--- config.mk ---
export PLATFORM = sky130hd
export DESIGN_NAME = light_phase_scheduler
export DESIGN_NICKNAME = d
export VERILOG_FILES = /design/src/rtl/light_phase_scheduler.sv
export SDC_FILE = /design/constraint.sdc
export NUM_CORES = 1
export LEC_CHECK = 0
export CORE_UTILIZATION = 29
export CTS_CLUSTER_DIAMETER = 100
export DETAILED_ROUTE_END_ITERATION = 16
export HOLD_SLACK_MARGIN = 0.02
export PLACE_DENSITY_LB_ADDON = 0.3
export SLEW_MARGIN = 15
export SYNTH_ARGS = -nofsm -noshare
export SYNTH_HDL_FRONTEND = slang
export SYNTH_SLANG_ARGS = --single-unit
--- constraint.sdc ---
create_clock -name clk -period 2.4 [get_ports clk]
set_clock_uncertainty 0.1 [all_clocks]
set_input_delay 0.6 -clock clk [delete_from_list [all_inputs] [get_ports clk]]
set_output_delay 0.6 -clock clk [all_outputs]
set_load 0.02 [all_outputs]
--- src/rtl/light_phase_scheduler.sv ---
// Dwell timer and step sequencer for the main/side-street light state machine.
// Times each phase in tick_in units, strobes step, and latches pedestrian requests.
module light_phase_scheduler #(
  parameter int unsigned CNT_W        = 16,
  parameter int unsigned GREEN_TICKS  = 50,
  parameter int unsigned YELLOW_TICKS = 10,
  parameter int unsigned ALLRED_TICKS = 5,
  parameter int unsigned PED_TICKS    = 30,
  parameter int unsigned ACK_TIMEOUT  = 8
) (
  input  logic             clk,
  input  logic             reset,
  input  logic             tick_in,
  input  logic [2:0]       phase,
  input  logic             hold,
  input  logic             ped_btn,
  output logic             step,
  output logic             ped_req,
  output logic [CNT_W-1:0] remaining,
  output logic             fault
);

  localparam int unsigned AckW = $clog2(ACK_TIMEOUT + 1);
  localparam logic [2:0] PhPed     = 3'd6;
  localparam logic [2:0] PhInvalid = 3'd7;

  typedef enum logic [1:0] {StLoad, StCount, StAck, StFault} state_e;

  state_e          state_q;
  logic [2:0]      phase_q;
  logic [AckW-1:0] wait_q;
  logic            sync1_q, sync2_q, sync3_q;
  logic            ped_edge;

  function automatic logic [CNT_W-1:0] dwell(input logic [2:0] ph);
    case (ph)
      3'd0, 3'd3: dwell = CNT_W'(GREEN_TICKS);
      3'd1, 3'd4: dwell = CNT_W'(YELLOW_TICKS);
      3'd2, 3'd5: dwell = CNT_W'(ALLRED_TICKS);
      3'd6:       dwell = CNT_W'(PED_TICKS);
      default:    dwell = '0;
    endcase
  endfunction

  always_ff @(posedge clk or posedge reset) begin
    if (reset) begin
      state_q   <= StLoad;
      phase_q   <= 3'd0;
      wait_q    <= '0;
      step      <= 1'b0;
      remaining <= '0;
      fault     <= 1'b0;
    end else if (phase == PhInvalid) begin
      state_q   <= StFault;
      fault     <= 1'b1;
      step      <= 1'b0;
      remaining <= '0;
    end else begin
      step <= 1'b0;
      unique case (state_q)
        StLoad: begin
          remaining <= dwell(phase);
          phase_q   <= phase;
          state_q   <= StCount;
        end
        StCount: begin
          // External phase change restarts timing without issuing a step.
          if (phase != phase_q) begin
            state_q <= StLoad;
          end else if (tick_in && !hold && remaining != '0) begin
            remaining <= remaining - CNT_W'(1);
            if (remaining == CNT_W'(1)) begin
              step    <= 1'b1;
              wait_q  <= '0;
              state_q <= StAck;
            end
          end
        end
        StAck: begin
          if (phase != phase_q) begin
            state_q <= StLoad;
          end else if (wait_q == AckW'(ACK_TIMEOUT - 1)) begin
            fault   <= 1'b1;
            state_q <= StFault;
          end else begin
            wait_q <= wait_q + AckW'(1);
          end
        end
        StFault: begin
          remaining <= '0;
        end
        default: state_q <= StFault;
      endcase
    end
  end

  assign ped_edge = sync2_q & ~sync3_q;

  // Clear during PED wins over a coincident press.
  always_ff @(posedge clk or posedge reset) begin
    if (reset) begin
      sync1_q <= 1'b0;
      sync2_q <= 1'b0;
      sync3_q <= 1'b0;
      ped_req <= 1'b0;
    end else begin
      sync1_q <= ped_btn;
      sync2_q <= sync1_q;
      sync3_q <= sync2_q;
      if (phase == PhPed) begin
        ped_req <= 1'b0;
      end else if (ped_edge) begin
        ped_req <= 1'b1;
      end
    end
  end

endmodule
==> results.txt, run 1 <==
In this run the power density over the cells is 1050 nW/um2. In this run the critical register-to-register path is launched from remaining[6]$_DFFE_PP0P_. The kind of end point of the critical path was a flip-flop.

The share of synthesized area occupied by flip-flops and latches came out at 38.0%. The count of endpoints failing hold in the final timing report was 0. Clock tree synthesis inserted a total of 5 buffers. The tools report the netlist area before placement as 2040 um2. Setup repair after global routing could not meet its margin everywhere. For this run, global-route usage on met2 was measured as 24.3%. The run gives 8980 um as the wire length of the first global-routing pass. The transition time at the pin with the least slew margin works out to 0.411 ns. Relative to the synthesized area, the layout overhead comes to 42.9%. The worst register-to-register path has a setup slack of 0.003 ns. TritonCTS built the clock tree. For this configuration, the core starts out at a cell density of 30.0%. Remaining number of nets flagged by the antenna check after routing: 0. Share of the core filled with cells in the final layout: 42.9%. After global routing, the most crowded layer is met2.

The most used flip-flop cell after synthesis is sky130_fd_sc_hd__dfrtp_1. The tools report the fill cell instance count of the final layout as 670. The tools report the number of antenna violations at the first check in global routing as 0. For this run, design rule violations remaining after detail routing come to 0. The post-layout minimum cycle time was 2.40 ns. Wires add up to 5440 um. The overall die width works out to 85.9 um. The run gives 2920 um2 as the post-layout instance area. CTS built an H-tree with a depth of 2. The mean routed wirelength per cell works out to 13.6 um. The pin count of the biggest net entering global routing came out at 32. Port buffering added 26 buffers. The pre-antenna-repair detailed-routing pass consisted of 4 iterations.

The flow ran to the end, and the final reports show no timing, DRC or antenna violations. Clock tree synthesis selected as its root buffer the cell sky130_fd_sc_hd__clkbuf_8. The cell area reported after detailed placement was 2730 um2; the count of pins on the block boundary was 27. The share of cells above drive strength 1 is 28.9%. The half-perimeter wire length of the detailed placement result is 4120 um, and the data arrival at the endpoint of the critical path is 2.52 ns.

The required time of the critical path came out at 2.52 ns. The number of vias per cell came out at 5.10. Setup violations remaining at the end of the flow were counted as 0. The tool flagged a number of max-cap violations equal to 0. After global routing the overflow that remains totals 0. At the later pin of the worst-skew pair, clock insertion delay measures 0.29 ns. The worst-case IR drop observed on VDD is 0.000553 V. The endpoint identified for the worst register-to-register timing path is remaining[11]$_DFFE_PP0P_. The region available for standard cell placement spans 6790 um2. Count of flip-flops with a built-in enable after synthesis: 0. After technology mapping, the gate count stands at 231. The startpoint identified for the worst hold timing path is sync1_q$_DFF_PP0_. The die is 85.9 um tall. At the end of the flow, the number of nets in the layout was 318. The number of hold buffers added after cts was 0. Counting flops and latches in the post-synthesis netlist gives 31. Clock sink count: 31. Die outline area: 7370 um2. The path class of the tightest hold or removal check is reg2reg. Dividing the synthesized area by the synthesized cell count gives 8.83 um2. The number of antenna diodes in the final layout is 0.

The CTS clock-pin slew for the worst setup and hold paths was 0.07 ns; the post-synthesis cell type count was 54. After layout, the worst path uses 99.9% of the clock period. The worst hold path terminates at sync2_q$_DFF_PP0_.

For this run, the number of Yosys warnings is 0. Async set-reset flop share out of synthesis: 100%. The worst hold path was traced through 0 stages. Global routing consumed, on the met1 layer, 21.3% of the routing resources. Routability-driven placement finished with a final weighted congestion of 0.792. The class of the most critical setup path is reg2reg.

Deepest clock path buffer count: 2. Synthesis produced a netlist with a net count of 246. The global-route track usage on met3 was 3.27%; the number of DRC violations after detailed-routing iteration 0 was 109. After floorplanning, the core was divided into 30 placement rows. The number of pins with negative max-slew slack in the final report was 0. Along the worst path, the maximum fanout reaches 4.

Logic depth of the worst register-to-register path: 5. The number of global-route vias before repair was 1858; the maximum frequency from static timing analysis was 0.417 GHz. Kind of start point of the critical path: a flip-flop. Summed over all cells, the static leakage comes to 1.25 nW. The routed layout has 2038 vias. Across every metal layer, demand over resource in global routing totals 15.6%. In this run the tightest slew margin relative to its limit is 72.6%.
[layer usage]
layer	vias up	routed length, um
li1	1019	-
met4	0	111
met5	-	0
met3	10	196
met1	960	2600
met2	49	2530
[where the power goes]
part	switching, mW	leakage, nW	internal [mW]
sequential	0.0966	0.385	0.647
clock	0.203	0.0482	0.231
combinational	0.976	0.819	0.898
total	1.28	1.25	1.78
[synthesized netlist by cell type (all sizes together) (2+ instances only)]
library cell	count	area share (%)
dfrtp	31	38
a21oi	20	4.9
nand2	14	2.7
inv	13	2.4
clkbuf	12	3.2
nor2	12	2.2
nor3	12	3.2
o21ai	12	2.9
or4	11	4.7
nand3	8	2.0
ha	7	4.3
o211ai	7	2.6
nor4	6	1.8
o31ai	6	2.2
or3	5	1.6
a31oi	4	1.2
nand2b	4	1.2
o21a	4	1.5
xnor2	4	1.7
mux2	3	1.7
mux2i	3	1.5
or2	3	1.0
a211oi	2	0.74
a21o	2	0.74
a22oi	2	0.74
buf	2	0.61
nand4	2	0.61
nand4b	2	0.86
nor3b	2	0.74
o31a	2	0.86
[critical path, cell delays in order, from the launching register on]
cell and delay (ns):
sky130_fd_sc_hd__dfrtp_1 0.38, sky130_fd_sc_hd__or4_4 0.57, sky130_fd_sc_hd__or2_4 0.29, sky130_fd_sc_hd__or4_4 0.42, sky130_fd_sc_hd__or4_4 0.43, sky130_fd_sc_hd__a21oi_2 0.15
[final cells by class]
type | count | area [um2] | share of cell area [%]
Inverter | 13 | 48.8 | 1.67
Clock buffer | 7 | 86.3 | 2.96
Sequential cell | 31 | 778 | 26.7
Timing Repair Buffer | 79 | 663 | 22.7
Clock inverter | 1 | 5.00 | 0.172
Multi-Input combinational cell | 173 | 1210 | 41.6
Tap cell | 96 | 120 | 4.12
[sequential cells by signal (all words and copies together) (netlist names)]
signal,count
state_q,2
remaining,16
wait_q,4
sync3_q,1
sync1_q,1
phase_q,3
sync2_q,1
ped_req,1
fault,1
step,1
[how the worst max path moves through the flow]
stage	from	to	slack (ns)	cells past startpoint
6_report	remaining[6]$_DFFE_PP0P_	remaining[11]$_DFFE_PP0P_	0.003	5
5_1_grt	remaining[5]$_DFFE_PP0P_	remaining[11]$_DFFE_PP0P_	-0.04	5
4_1_cts	remaining[4]$_DFFE_PP0P_	remaining[11]$_DFFE_PP0P_	-0.04	5
3_5_place_dp	phase[2]	remaining[8]$_DFFE_PP0P_	-0.30	7
3_3_place_gp	phase[2]	remaining[8]$_DFFE_PP0P_	-0.25	7
2_1_floorplan	remaining[5]$_DFFE_PP0P_	remaining[11]$_DFFE_PP0P_	-0.06	5
[cell families (layout without fill, tap and decap cells)]
logic type               Yosys count  count (layout)  synth area share [%]
AO/OA/AOI/OAI                     70              70                  22.2
XOR/XNOR                           4               4                  1.72
adder cells (fa/ha/maj)            7               7                  4.29
buffers and inverters             27             100                  6.20
flip-flops                        31              31                  38.0
multiplexers                       6               6                  3.13
AND/OR/NAND/NOR                   86              86                  24.4
[stage by stage]
stage | total power, mW | hold WS, ns | cells | setup slack, ns | TNS [ns]
final | 3.05 | 0.250 | 400 | 0.00260 | 0
after global routing | 3.29 | 0.253 | 400 | -0.0395 | -0.158
after global placement | 2.54 | 0.236 | 389 | -0.252 | -3.91
after detailed placement | 2.55 | 0.237 | 389 | -0.301 | -4.84
after CTS | 3.02 | 0.253 | 398 | -0.0426 | -0.0426
after floorplan | 1.86 | 0.231 | 231 | -0.0573 | -0.0573
[timing repair]
| action | CTS | global route |
|---|---|---|
| buffers inserted | 1 | 2 |
| pin swaps | 3 | 8 |
| gates resized for setup | 5 | 11 |
| setup endpoints to repair | 5 | 16 |
| gates cloned | 0 | 0 |
[cell usage in the layout (no fill, tap or decap), drive strengths merged, types with 8 or more instances in the layout]
| master | synthesis | layout |
|---|---|---|
| buf | 2 | 53 |
| or4 | 11 | 11 |
| dfrtp | 31 | 31 |
| inv | 13 | 13 |
| a21oi | 20 | 20 |
| nor2 | 12 | 12 |
| o21ai | 12 | 12 |
| nand2 | 14 | 14 |
| nand3 | 8 | 8 |
| clkdlybuf4s50 | 0 | 24 |
| nor3 | 12 | 12 |
Power figures use the tool's default switching activity.
==> run 2: changes to the inputs <==
--- a/config.mk
+++ b/config.mk
@@ -8,7 +8,8 @@
 export CORE_UTILIZATION = 29
 export CTS_CLUSTER_DIAMETER = 100
 export DETAILED_ROUTE_END_ITERATION = 16
-export HOLD_SLACK_MARGIN = 0.02
+export GPL_TIMING_DRIVEN = 0
+export HOLD_SLACK_MARGIN = 0.1
 export PLACE_DENSITY_LB_ADDON = 0.3
 export SLEW_MARGIN = 15
 export SYNTH_ARGS = -nofsm -noshare
==> results.txt, run 2 (synthesis results as in run 1) <==
Clock latency on the worst-skew pair, taken at its later pin, is 0.29 ns. The analysis attributes to cell leakage a power of 1.07 nW. The port buffer count was 24; the share of cells above drive strength 1 was 22.2%.

The tools report the total inserted antenna cells as 0. In the final layout, the registers with the most flip-flops are remaining: 16 flops, wait_q: 4 flops, phase_q: 3 flops. For this run the aggregate overflow at the end of global routing stands at 0. The worst setup path is launched from a flip-flop. The deepest clock path buffer count is 2. At the pin with the least slew margin, the transition time is 0.896 ns.

In the final routed layout, each cell accounts on average for 14.5 um. The tools report the share of the core filled with cells in the final layout as 40.1%. The die span in y came out at 85.9 um.

The remaining number of nets flagged by the antenna check after routing came out at 0. For this block, the via count after detailed routing is 1905. The power per cell area is 1060 nW/um2.

The number of vias per cell came out at 5.13. The effective utilization at floorplan was 30.0%. For the final wirelength, the log shows 5400 um. Ranked by flip-flop count, first place goes to remaining.

The minimum setup slack in the final design was -0.0328 ns; the number of pins with negative max-slew slack in the final report was 0. The wire-length estimate of the detail-placed layout is 3750 um. By startpoint and endpoint, the worst setup path is classified as reg2reg. Maximum frequency from static timing analysis: 0.411 GHz.

The flow ran to the end, but the final reports show violations. After layout, the design draws a total of 2.88 mW. The synthesis-to-layout area growth came out at 33.6%. For the fill cell instance count of the final layout, the log shows 685. The run gives 0.000610 V as the largest voltage drop on the vdd net.

CTS placed an instance of sky130_fd_sc_hd__clkbuf_8 at the clock tree root. The portion of the clock cycle consumed by the worst path in the final layout was 101%. The post-layout minimum cycle time came out at 2.43 ns. At the end of the flow, the number of nets in the layout was 289. The first global-routing pass estimated 8870 um of wire. 27 I/O pins were placed. Clock tree synthesis found a total of 31 sinks. In the layout the commonest cells are sky130_fd_sc_hd__dfrtp_1, sky130_fd_sc_hd__clkdlybuf4s50_1, sky130_fd_sc_hd__a21oi_1.

The checks that failed: setup timing. Number of maximum-capacitance violations: 0. The tools report the number of optimization iterations in the first detailed-route pass as 4.

STA classifies the critical path endpoint as a flip-flop. The die covers 7370 um2. After clock tree synthesis, the clock-pin slew on the worst setup and hold paths is 0.07 ns. The core region is 6790 um2. The overall die width is 85.9 um, and the maximum level of the CTS H-tree is 2.

Number of global-route vias before repair: 1799. The number of flip-flops under the largest register name works out to 16. Entering global routing, the biggest net connects 32 pins. The count of endpoints failing hold in the final timing report was 0.

The global-route total usage across every layer came out at 15.3%. Of all nets on the critical path, the largest fanout is 4. In this run the worst hold path is classified as reg2reg.

The logs give 0 for the number of antenna violations at the first check in global routing and 5 for the number of buffers inserted during clock tree synthesis. The count of unresolved DRC violations after routing came out at 0. The congestion estimate from routability-driven global placement came to 0.782.

Setup repair after global routing could not meet its margin everywhere. Setup violations remaining at the end of the flow were counted as 2. The detailed router finished its first iteration with 98 violations.

Measured against its own limit, the worst slew margin works out to 39.7%. The most frequent standard cell in the layout excluding fill and tap cells is sky130_fd_sc_hd__dfrtp_1. Data on the critical path arrives at its endpoint at 2.54 ns. For the worst setup path, the data required time is 2.51 ns. The floorplan has 30 rows.

TritonCTS built the clock tree.
==> run 2: routing by layer <==
metal / wire, um / GRT usage [%] / up-vias
met3: 185 / 2.79 / 10
met2: 2450 / 23.2 / 34
met1: 2670 / 21.0 / 900
met5: 0 / 0 / -
met4: 97 / 7.73 / 0
li1: - / - / 961
==> run 2: path summary, 6_finish.rpt <==
path / start / endpoint / slack (ns) / depth (start not counted)
worst max-delay path: remaining[4]$_DFFE_PP0P_ / remaining[11]$_DFFE_PP0P_ / -0.03 / 5
worst min-delay path: sync1_q$_DFF_PP0_ / sync2_q$_DFF_PP0_ / 0.26 / 0
worst max register to register: remaining[4]$_DFFE_PP0P_ / remaining[11]$_DFFE_PP0P_ / -0.03 / 5
worst min register to register: sync1_q$_DFF_PP0_ / sync2_q$_DFF_PP0_ / 0.26 / 0
max in group asynchronous: reset / remaining[4]$_DFFE_PP0P_ / 1.10 / 2
min in group asynchronous: reset / remaining[13]$_DFFE_PP0P_ / 0.63 / 2
==> run 2: critical path, cell delays in order (launching register included) <==
cell and delay [ns]:
sky130_fd_sc_hd__dfrtp_2 0.41, sky130_fd_sc_hd__or4_4 0.58, sky130_fd_sc_hd__or2_4 0.27, sky130_fd_sc_hd__or4_4 0.42, sky130_fd_sc_hd__or4_4 0.43, sky130_fd_sc_hd__a21oi_2 0.14
==> run 2: repair_timing <==
| item | in CTS | in global routing |
|---|---|---|
| setup buffers | 10 | 3 |
| hold buffers | 0 | 0 |
| setup endpoints to repair | 22 | 16 |
| endpoints found under the hold margin | 0 | 0 |
| cloned | 1 | 0 |
| resized for setup | 12 | 14 |
| pin swaps | 8 | 7 |
==> run 2: report_power, final <==
group	internal (mW)	switching (mW)	total (mW)
clock network	0.231	0.202	0.433
logic	0.733	0.932	1.67
registers	0.647	0.135	0.782
total	1.61	1.27	2.88
==> run 2: area by class of cell <==
type	instances	area, um2	area share [%]
plain buffers	12	83.8	3.08
clock buffers	7	86.3	3.17
clock inverters	1	5.00	0.184
inverters	13	48.8	1.79
multi-input cells	173	1260	46.2
flip-flops and latches	31	778	28.6
well taps	96	120	4.41
repair buffers	38	343	12.6
==> run 2: stage by stage <==
| step | hold slack, ns | setup WS, ns | instances | area [um2] | TNS [ns] |
|---|---|---|---|---|---|
| final | 0.260 | -0.0328 | 371 | 2720 | -0.0387 |
| after global routing | 0.273 | -0.0734 | 371 | 2720 | -0.277 |
| after CTS | 0.263 | -0.0407 | 370 | 2640 | -0.0800 |
| after detailed placement | 0.247 | -0.847 | 351 | 2410 | -13.75 |
| after global placement | 0.235 | -0.854 | 351 | 2410 | -13.89 |
| after floorplan | 0.231 | -0.0573 | 231 | 2050 | -0.0573 |
==> run 3: changes to the inputs <==
--- a/config.mk
+++ b/config.mk
@@ -5,12 +5,15 @@
 export SDC_FILE = /design/constraint.sdc
 export NUM_CORES = 1
 export LEC_CHECK = 0
+export ABC_AREA = 0
+export CORE_MARGIN = 10
 export CORE_UTILIZATION = 29
 export CTS_CLUSTER_DIAMETER = 100
 export DETAILED_ROUTE_END_ITERATION = 16
 export GPL_TIMING_DRIVEN = 0
 export HOLD_SLACK_MARGIN = 0.1
 export PLACE_DENSITY_LB_ADDON = 0.3
+export SKIP_CTS_REPAIR_TIMING = 1
 export SLEW_MARGIN = 15
 export SYNTH_ARGS = -nofsm -noshare
 export SYNTH_HDL_FRONTEND = slang
==> results.txt, run 3 (synthesis results as in run 1) <==
For the pin with the worst max-slew slack, the measured transition is 0.928 ns. The synthesis-to-layout area growth came out at 34.8%. The number of maximum-capacitance violations is 0, and the count of endpoints failing hold in the final timing report is 0. The class of the most critical setup path is reg2reg. In this run, the number of DRC markers left after iteration 0 of detailed routing was 110.

Ranked by flip-flop count, first place goes to remaining. The clock passes through at most 2 buffers. The share of cells above drive strength 1 was 23.0%; the routed via count was 1928. The largest registers in the layout are remaining: 16 flops, wait_q: 4 flops, phase_q: 3 flops.

In the final design database the tool counted 288 nets. Clock latency on the worst-skew pair, taken at its later pin, is 0.30 ns. Total placed cells including tap cells: 351. The global-route total usage across every layer came out at 10.5%. The run gives 0.790 as the routability congestion estimate. Largest voltage drop on the vdd net: 0.000662 V. Fill cells in the final layout number 717. The switching share of total power is 43.7%. The logs give 0 for the number of pins with negative max-slew slack in the final report and 27 for the count of pins on the block boundary. The relative slew slack is 37.6%. After detailed routing, the total wire length is 5740 um. For the switching power, the log shows 1.29 mW.

STA puts the critical path data required time at 2.52 ns. Total inserted antenna cells: 0. Kind of end point of the critical path: a flip-flop. The accumulated negative setup slack was -0.140 ns. Using the TritonRoute via totals, the vias-per-cell ratio works out to 5.21.

The data arrival at the endpoint of the critical path was 2.57 ns; the core area was 6830 um2. The pin count of the biggest net entering global routing was 32; the port buffer count was 24. After global routing the overflow that remains totals 0.

The tools report the share of total power in the clock network as 14.9%. The floorplan step defined a die boundary enclosing 10800 um2. For this design, the sink count on the clock tree is 31. In this run the clock root is driven by a sky130_fd_sc_hd__clkbuf_8. The cell area reported after detailed placement was 2410 um2. The tools report the wire length of the first global-routing pass as 9490 um. The most frequent standard cell in the layout excluding fill and tap cells is sky130_fd_sc_hd__dfrtp_1. The post-layout instance area came out at 2750 um2. Cells fill 40.3% of the core in the end. The run finished, with violations left.

Setup repair after global routing could not meet its margin everywhere. The top cell types in the final layout, fill and taps aside, are sky130_fd_sc_hd__dfrtp_1, sky130_fd_sc_hd__clkdlybuf4s50_1, sky130_fd_sc_hd__a21oi_1. The met2 track demand over resource in global routing came out at 15.6%. TritonCTS built the clock tree.

At the placement stage, the worst setup path has a slack of -0.858 ns. The worst setup path is launched from a flip-flop. Detailed placement ended at an HPWL of 4060 um. The overall die width came out at 104 um. Hold timing on the final database bottoms out at a slack of 0.253 ns.

In the global route stage, met1 resource usage came out at 14.1%. The tools report the number of buffers inserted during clock tree synthesis as 5. The final reports fail on setup timing. The effective utilization at floorplan is 29.9%, and the number of optimization iterations in the first detailed-route pass is 5. The post-layout minimum cycle time came out at 2.44 ns. The share of total power dissipated in combinational logic is 58.6%.

The H-tree was split into 2 levels. The number of flip-flops under the largest register name was 16; the number of global-route vias before repair was 1828. For the number of antenna violations at the first check in global routing, the log shows 0. Static leakage: 1.07 nW. The design draws 2.95 mW. Minimum setup slack in the final design: -0.0447 ns. The internal power of the cells totals 1.66 mW. In the final routed layout, each cell accounts on average for 15.5 um. For this run, the top clock speed supported by timing is 0.409 GHz. The most utilized layer in the global route result was met2. The global-route track usage on met3 is 2.23%, and the site row count is 30.

The final instance count without filler cells was 370. For this design the ratio of total power to cell area is 1070 nW/um2. The CTS clock-pin slew for the worst setup and hold paths is 0.07 ns.

The final critical path takes up 102% of the cycle. The tools report the final-report setup violation count as 5. Sequential share of power: 26.5%. The die span in y works out to 104 um. The detail route stage leaves a number of antenna-violating nets equal to 0. The path class of the tightest hold or removal check is reg2reg.

The maximum fanout along the worst path came out at 6. For the count of unresolved DRC violations after routing, the log shows 0.
[run 3: final cells by class]
class	instances	area [um2]	area share, %
clock buffers	7	86.3	3.14
multi-input cells	173	1260	45.8
clock inverters	1	5.00	0.182
flip-flops and latches	31	779	28.3
well taps	96	120	4.37
inverters	13	48.8	1.77
repair buffers	37	367	13.3
plain buffers	12	85.1	3.09
[run 3: final timing paths]
kind	startpoint	endpoint	slack [ns]	cells after the start
min in group asynchronous	reset	remaining[12]$_DFFE_PP0P_	0.64	2
worst min-delay path	sync1_q$_DFF_PP0_	sync2_q$_DFF_PP0_	0.25	0
worst min register to register	sync1_q$_DFF_PP0_	sync2_q$_DFF_PP0_	0.25	0
max in group asynchronous	reset	remaining[0]$_DFFE_PP0P_	1.07	2
worst max register to register	remaining[4]$_DFFE_PP0P_	remaining[14]$_DFFE_PP0P_	-0.04	5
worst max-delay path	remaining[4]$_DFFE_PP0P_	remaining[14]$_DFFE_PP0P_	-0.04	5
[run 3: worst max-delay path: stages, from the launching register on]
cell	delay (ns)
sky130_fd_sc_hd__dfrtp_2	0.43
sky130_fd_sc_hd__or4_4	0.57
sky130_fd_sc_hd__or2_4	0.30
sky130_fd_sc_hd__or4_4	0.43
sky130_fd_sc_hd__or4_4	0.42
sky130_fd_sc_hd__a21oi_2	0.12
[run 3: power groups by stage]
stage,Sequential [mW],Combinational (mW),Clock (mW)
after detailed placement,0.796,1.47,0
after global placement,0.793,1.45,0
after CTS,0.786,1.49,0.449
after global routing,0.807,1.93,0.468
final,0.781,1.73,0.441
after floorplan,0.831,1.02,0
[run 3: routing by layer]
metal  vias up  wire, um
li1        953         -
met1       930      2660
met2        38      2770
met3         7       208
met4         0        98
met5         -         0
